<file path="config.mk">
export PLATFORM = sky130hd
export DESIGN_NAME = servisia_wb_mem_adapter
export DESIGN_NICKNAME = d
export VERILOG_FILES = /design/src/rtl/servisia_wb_mem_adapter.sv
export SDC_FILE = /design/constraint.sdc
export NUM_CORES = 1
export LEC_CHECK = 0
export ABC_AREA = 1
export BUFFER_PORTS_ARGS = -buffer_cell sky130_fd_sc_hd__buf_4
export CAP_MARGIN = 20
export CELL_PAD_IN_SITES_DETAIL_PLACEMENT = 1
export CELL_PAD_IN_SITES_GLOBAL_PLACEMENT = 2
export CORE_MARGIN = 5
export CORE_UTILIZATION = 30
export DETAILED_ROUTE_END_ITERATION = 16
export GPL_ROUTABILITY_DRIVEN = 0
export HOLD_SLACK_MARGIN = 0.05
export PLACE_DENSITY = 0.95
export SYNTH_ARGS = -nofsm -noshare
export SYNTH_HDL_FRONTEND = slang
export SYNTH_SLANG_ARGS = --single-unit
</file>
<file path="constraint.sdc">
create_clock -name clk_i -period 3.9 [get_ports clk_i]
set_clock_uncertainty 0.2 [all_clocks]
set_input_delay 0.585 -clock clk_i [delete_from_list [all_inputs] [get_ports clk_i]]
set_output_delay 0.585 -clock clk_i [all_outputs]
set_load 0.02 [all_outputs]
</file>
<file path="src/rtl/servisia_wb_mem_adapter.sv">
// Bridges a 32-bit Wishbone word access onto a byte-wide memory, one byte per cycle.
// Optional `WRITE_SKIP_EN: writes skip byte slots whose select bit is clear.
module servisia_wb_mem_adapter (
  input  logic        clk_i,
  input  logic        rst_ni,
  input  logic        wb_cyc_i,
  input  logic        wb_we_i,
  input  logic [19:0] wb_adr_i,
  input  logic [31:0] wb_dat_i,
  input  logic [3:0]  wb_sel_i,
  output logic [31:0] wb_rdt_o,
  output logic        wb_ack_o,
  output logic        mem_read_o,
  output logic        mem_write_o,
  output logic [19:0] mem_addr_o,
  output logic [7:0]  mem_wdata_o,
  input  logic [7:0]  mem_rdata_i
);

  // BYTEk encodes as k+1 so the next byte slot is a plain increment.
  typedef enum logic [2:0] {
    IDLE  = 3'd0,
    BYTE0 = 3'd1,
    BYTE1 = 3'd2,
    BYTE2 = 3'd3,
    BYTE3 = 3'd4,
    ACK   = 3'd5
  } state_t;

  state_t      state, state_nxt;
  logic [17:0] adr_q;
  logic        we_q;
  logic [31:0] dat_q;
  logic [3:0]  sel_q;
  logic [23:0] rdt_q;
  logic        in_byte;
  logic [1:0]  idx;
  logic        adr_unused;

  assign adr_unused = ^wb_adr_i[1:0];
  assign in_byte    = state inside {BYTE0, BYTE1, BYTE2, BYTE3};
  assign idx        = 2'(state - BYTE0);

`ifdef WRITE_SKIP_EN
  // First selected byte slot at or above 'from', else straight to ACK.
  function automatic state_t first_sel(input logic [3:0] sel, input int from);
    state_t s;
    s = ACK;
    for (int j = 3; j >= 0; j--)
      if (j >= from && sel[j]) s = state_t'(3'(j + 1));
    return s;
  endfunction
`endif

  always_comb begin
    state_nxt = state;
    case (state)
      IDLE: begin
        if (wb_cyc_i) begin
`ifdef WRITE_SKIP_EN
          state_nxt = wb_we_i ? first_sel(wb_sel_i, 0) : BYTE0;
`else
          state_nxt = BYTE0;
`endif
        end
      end
      BYTE0, BYTE1, BYTE2, BYTE3: begin
`ifdef WRITE_SKIP_EN
        state_nxt = we_q ? first_sel(sel_q, int'(idx) + 1) : state_t'(state + 3'd1);
`else
        state_nxt = state_t'(state + 3'd1);
`endif
      end
      ACK:     state_nxt = IDLE;
      default: state_nxt = IDLE;
    endcase
  end

  always_ff @(posedge clk_i) begin
    if (!rst_ni) begin
      state <= IDLE;
      adr_q <= '0;
      we_q  <= 1'b0;
      dat_q <= '0;
      sel_q <= '0;
      rdt_q <= '0;
    end else begin
      state <= state_nxt;
      if (state == IDLE && wb_cyc_i) begin
        adr_q <= wb_adr_i[19:2];
        we_q  <= wb_we_i;
        dat_q <= wb_dat_i;
        sel_q <= wb_sel_i;
      end
      // Memory read data lags its address by one cycle.
      case (state)
        BYTE1:   rdt_q[7:0]   <= mem_rdata_i;
        BYTE2:   rdt_q[15:8]  <= mem_rdata_i;
        BYTE3:   rdt_q[23:16] <= mem_rdata_i;
        default: ;
      endcase
    end
  end

  // Outputs are forced low while reset is asserted, even before the reset edge.
  always_comb begin
    wb_rdt_o    = '0;
    wb_ack_o    = 1'b0;
    mem_read_o  = 1'b0;
    mem_write_o = 1'b0;
    mem_addr_o  = '0;
    mem_wdata_o = '0;
    if (rst_ni) begin
      if (in_byte) begin
        mem_addr_o = {adr_q, idx};
        if (!we_q) begin
          mem_read_o = 1'b1;
        end else if (sel_q[idx]) begin
          mem_write_o = 1'b1;
          mem_wdata_o = dat_q[{idx, 3'b000} +: 8];
        end
      end
      if (state == ACK) begin
        wb_ack_o = 1'b1;
        if (!we_q) wb_rdt_o = {mem_rdata_i, rdt_q};
      end
    end
  end

endmodule
</file>
==> impl_metrics.tcl, run 1 <==
set metrics [dict create \
    status "complete, no violations" \
    synth_top_family_by_area "compound AO/OA/AOI/OAI gates" \
    synthXorXnorAreaFrac_pct 0 \
    avgRoutedWirePerCell_um 14.6 \
    pwr_density_cell_nw_per_um2 479 \
    clkPwrFrac_pct 39.0 \
    die_h_um 125 \
    hold_viol 0 \
    timing.final.crit_share_pct 92.6 \
    yosys_warnings 0 \
    synth_largest_area_cell "dfxtp_1" \
    leakage_nw 2.23 \
    synthArstFlopShare_pct 0 \
    worst_setup_path_end_kind "output port" \
    cap_violations 0 \
    synthTopCellsByCount "82 x dfxtp_1, 82 x inv_1, 61 x a21oi_1" \
    path_clk_slew_ps 60 \
    cp_data_arrival_time_ps 2830 \
    cts_max_level 3 \
    timing.slew.headroom_pct 30.2 \
    clockBufferDepth 2 \
    path_cells "inv_2, ha_1, nand2_1, nand2_1, nor2_4, inv_2, nand2_2, nor2_1, buf_4" \
    synth_fp_nets 587 \
    cts-resized-gates 0 \
    fin_nets 696 \
    placed_area_sq_um 4890 \
    layout_min_cycle_time_ps 3610 \
    grt_first_pass_wirelength_mm 19.4 \
    ys_ff_latch 82 \
    yosysTopAreaCellShare_pct 41.7 \
    wl_mm 11.7 \
    grt.total_usage_pct 15.0 \
    rsz0062_at_grt "false" \
    fin_cells 800 \
    synth-edff-count 0 \
    comb_power_share_pct 23.0 \
    io_pins 131 \
    cts_buffers 9 \
    gr-total-overflow 0 \
    ys.flop_type "dfxtp_1" \
    grt_pass1_vias 3848 \
    root_buffer "clkbuf_16" \
    synth.avg_cell_area_sq_um 7.66 \
    switching_share_pct 29.7 \
    grt_max_degree 95 \
    cts_tree "yes" \
    synth-seq-area-share_pct 41.7 \
    antennaDiodeCount 0 \
    drv_slew 0 \
    cts_setup_buffers 0 \
    yosys.area_share.simple_pct 15.7 \
    cp_slowest_stage_delay_ps 480 \
    intPower_w 0.00177 \
    syn_inst 514 \
    synthMuxAreaShare_pct 0 \
    dieArea_sq_um 15500 \
    dp.cells 783 \
    synthAdderAreaFrac_pct 1.59 \
    cp.required_ps 3120 \
    critPathSlowestCell "dfxtp_1" \
    die_x_um 125 \
    yosysUniqueCellTypes 26 \
    p_sw_w 0.000750 \
    worst_pin_slew_ps 1040 \
    drive_above_1_share_pct 36.1 \
    vias 3687 \
    clock_latency_ps 330 \
    min_path_type "register to register" \
    worst_setup_path_start_kind "register" \
    design_area_sq_um 5270 \
    via_per_inst 4.61 \
    drt_iter0_markers 174 \
    holdWs_ps 256 \
    setup_viol 0 \
    ant_nets 0 \
    synth_area_leaders "dfxtp_1 42%, inv_1 7.8%, a21oi_2 7.8%" \
    r2r_setup_slack_ps 1300 \
    antenna_found_initial 0 \
    firstDrtPassIters 4 \
    clkSinkCount 82 \
    ir_worst_vdd_uv 184 \
    synth_area_sq_um 3940 \
    multi_input_area_sq_um 1710 \
    num_rows 41 \
    synth_compound_area_share_pct 26.2 \
    port_buffers 128 \
    core_sq_um 12700 \
    drc 0 \
    clock.fmax_mhz 277 \
    critPathKind "register to output port" \
    finalSetupTns_ps 0 \
    seqCellArea_sq_um 1640 \
    dp_hpwl_mm 8.50 \
    start_util_pct 31.0 \
    area_growth_pct 33.8 \
    fill_cells 1615 \
    cp_max_fo 22 \
    hold_buffers 0 \
    seqPwrFrac_pct 37.9 \
]
metrics by stage:
stage | util (%) | worst slack (ps) | power, W
6_report | 41.4 | 288 | 0.00252
4_1_cts | 41.2 | 241 | 0.00255
5_1_grt | 41.4 | 25.4 | 0.00266
3_5_place_dp | 38.4 | 625 | 0.00155
3_3_place_gp | 38.4 | 717 | 0.00153
2_1_floorplan | - | 1380 | 0.00141
cell type report:
| class | instances | area share (%) |
|---|---|---|
| tap | 172 | 4.09 |
| timing repair buffer | 132 | 19.2 |
| multi-input combinational | 309 | 32.5 |
| sequential | 82 | 31.2 |
| clock inverter | 6 | 2.14 |
| inverter | 89 | 6.39 |
| clock buffer | 10 | 4.54 |
critical path: cells and delay by family, from the launching register on:
kind	cells	cell delay [ps]
flip-flops	1	480
adder cells (fa/ha/maj)	1	310
buffers and inverters	3	480
AND/OR/NAND/NOR	5	1220
cell families after synthesis:
family / count (synthesis)
AO/OA/AOI/OAI: 176
AND/OR/NAND/NOR: 128
adder cells (fa/ha/maj): 5
buffers and inverters: 123
flip-flops: 82
power groups by stage:
stage	clock [W]	sequential, W	combinational [W]
5_1_grt	0.00104	0.000965	0.000652
2_1_floorplan	0	0.000965	0.000447
6_report	0.000985	0.000957	0.000581
3_3_place_gp	0	0.000972	0.000559
3_5_place_dp	0	0.000976	0.000579
4_1_cts	0.00101	0.000958	0.000581
layout by cell type, fill, tap and decap left out, drive strengths merged:
cell	count
buf	132
clkbuf	10
nor2	65
o21ai	80
nand3	21
nor3	1
bufinv	3
a21oi	96
nand2	41
ha	5
dfxtp	82
clkinv	2
inv	90
layer usage:
layer,track usage (%),part of all wire [%],vias to the layer above
met1,19.3,45,1730
met2,25.1,48,96
met3,3.52,5.3,12
met5,0,0,-
li1,-,-,1849
met4,4.26,1.2,0
worst paths after layout:
check / startpoint / to / cells after the start
hold reg to reg: dat_q[18] / dat_q[18] / 2
hold / removal: dat_q[18] / dat_q[18] / 2
setup reg to reg: state[0] / state[2] / 8
setup / recovery: state[0] / mem_addr_o[9] / 9
flip-flops by register name (all words and copies together) (netlist names):
name	count
adr_q	18
dat_q	32
rdt_q	24
sel_q	4
state	3
we_q	1
Note: power is estimated with default switching activity, not from simulation.
==> inputs of run 2 (changes only) <==
--- a/config.mk
+++ b/config.mk
@@ -14,6 +14,7 @@
 export CORE_UTILIZATION = 30
 export DETAILED_ROUTE_END_ITERATION = 16
 export GPL_ROUTABILITY_DRIVEN = 0
+export GPL_TIMING_DRIVEN = 0
 export HOLD_SLACK_MARGIN = 0.05
 export PLACE_DENSITY = 0.95
 export SYNTH_ARGS = -nofsm -noshare
==> run 2 against run 1 <==
Compared with the run above:
- core utilization is 0.63 points higher
- worst setup slack gained 200 ps
- first-iteration DRC count is 18% lower
- highest routed layer unchanged
==> impl_metrics.tcl, run 2 (synthesized netlist as in run 1, its figures left out) <==
set metrics [dict create \
    r2r_start "state[0]" \
    critPathKind "register to output port" \
    drc 0 \
    max_flop_register "dat_q" \
    drv_slew 0 \
    antennaDiodeCount 0 \
    cp_slowest_stage_delay_ps 470 \
    grt_max_degree 12 \
    area_growth_pct 35.8 \
    placed_area_sq_um 5110 \
    fin_nets 725 \
    die_x_um 125 \
    io_pins 131 \
    core_sq_um 12700 \
    finalSetupTns_ps 0 \
    reg_top3 "dat_q (32), rdt_q (24), adr_q (18)" \
    timing.slew.headroom_pct 52.3 \
    die_h_um 125 \
    met1_usage_pct 19.6 \
    r2r_setup_slack_ps 1530 \
    start_util_pct 31.0 \
    timing.final.crit_share_pct 87.4 \
    gr-total-overflow 0 \
    hold_buffers 0 \
    crit_buf_inv 5 \
    crit_path_end "mem_wdata_o[0]" \
    busiest_layer "met2" \
    clock.fmax_mhz 293 \
    via_per_inst 4.64 \
    worst_setup_path_end_kind "output port" \
    clkSinkCount 82 \
    firstDrtPassIters 4 \
    cap_violations 0 \
    layout_min_cycle_time_ps 3410 \
    pwr_density_cell_nw_per_um2 437 \
    crit_path_start "state[0]" \
    critPathSlowestCell "clkbuf_1" \
    clock_latency_ps 330 \
    worst_pin_slew_ps 715 \
    cts_tree "yes" \
    largest_reg_flops 32 \
    setup_viol 0 \
    path_delay_family "buffers and inverters" \
    cts_buffers 9 \
    cts_setup_buffers 0 \
    num_rows 41 \
    design_area_sq_um 5350 \
    grt_pass1_vias 4271 \
    r2r-end "dat_q[18]" \
    fin_total_pwr_w 0.00234 \
    cp.required_ps 3120 \
    avgRoutedWirePerCell_um 15.5 \
    hold_viol 0 \
    cts-resized-gates 0 \
    layout_common_cells "128 x buf_4, 82 x inv_1, 82 x dfxtp_1" \
    ir_worst_vdd_uv 153 \
    dp_hpwl_mm 10.1 \
    root_buffer "clkbuf_16" \
    final_common_cell "buf_4" \
    min_path_type "register to register" \
    grt.total_usage_pct 16.6 \
    cp_data_arrival_time_ps 2620 \
    rsz0062_at_grt "false" \
    antenna_found_initial 0 \
    status "complete, no violations" \
    port_buffers 127 \
    ff2ff_path_depth 9 \
    drt_iter0_markers 143 \
    cp_max_fo 11 \
    worst_setup_path_start_kind "register" \
    grt_use_met3_pct 3.60 \
    vias 3835 \
    cts_max_level 3 \
    dieArea_sq_um 15500 \
    drive_above_1_share_pct 36.9 \
    path_depth 10 \
    clockBufferDepth 2 \
    path_cells "inv_2, clkbuf_1, ha_1, buf_1, a21oi_1, o21ai_0, nand2_1, inv_1, nor2_2, buf_4" \
    path_clk_slew_ps 60 \
    leakage_nw 2.27 \
    wl_mm 12.8 \
    ant_nets 0 \
    grt_util_met2_pct 28.6 \
    grt_first_pass_wirelength_mm 21.0 \
]
## run 2: changes by cell type in the layout (fill, tap and decap cells not counted), moves of 2 or more
cell	delta
buf_1	+2
buf_12	+3
buf_4	-3
buf_2	+15
buf_6	+5
clkbuf_1	+10
bufinv_16	-3
## run 2: final cells by class
type / count / area, sq um
Multi-Input combinational cell: 309 / 1710
Timing Repair Buffer: 127 / 953
Sequential cell: 82 / 1640
Tap cell: 172 / 215
Inverter: 89 / 337
Clock inverter: 1 / 5.00
Buffer: 34 / 248
Fill cell: 1611 / 7370
Clock buffer: 12 / 236
## run 2: worst min path at each step
stage	start	to	slack [ps]	cells after the start
finish	adr_q[6]	adr_q[6]	260	2
global route	rdt_q[7]	rdt_q[7]	270	2
CTS	rdt_q[21]	rdt_q[21]	260	2
detailed placement	rdt_q[21]	rdt_q[21]	250	2
global placement	rdt_q[3]	rdt_q[3]	240	2
floorplan	sel_q[3]	sel_q[3]	230	2
## run 2: tightest hold or removal path, cell delays in order (launching register included)
cell	delay, ps
dfxtp_1	290
inv_1	60
a21oi_1	60
## run 2: metrics by stage
stage	utilization (%)	hold slack (ps)	setup slack [ps]	cells
2_1_floorplan	-	229	1380	514
3_3_place_gp	40.1	240	873	813
3_5_place_dp	40.1	250	810	813
4_1_cts	42.0	259	426	826
5_1_grt	42.0	274	232	826
6_report	42.0	255	492	826
## run 2: per-layer routing
layer | part of all wire [%] | vias to the layer above
met5 | 0 | -
met4 | 2.8 | 0
met3 | 5.2 | 23
met2 | 48 | 118
met1 | 44 | 1790
li1 | - | 1904
## run 2: where the power goes
part	internal [W]	switching (W)
Clock	0.000420	0.000309
Sequential	0.000923	0.0000351
Combinational	0.000245	0.000405
Total	0.00159	0.000748
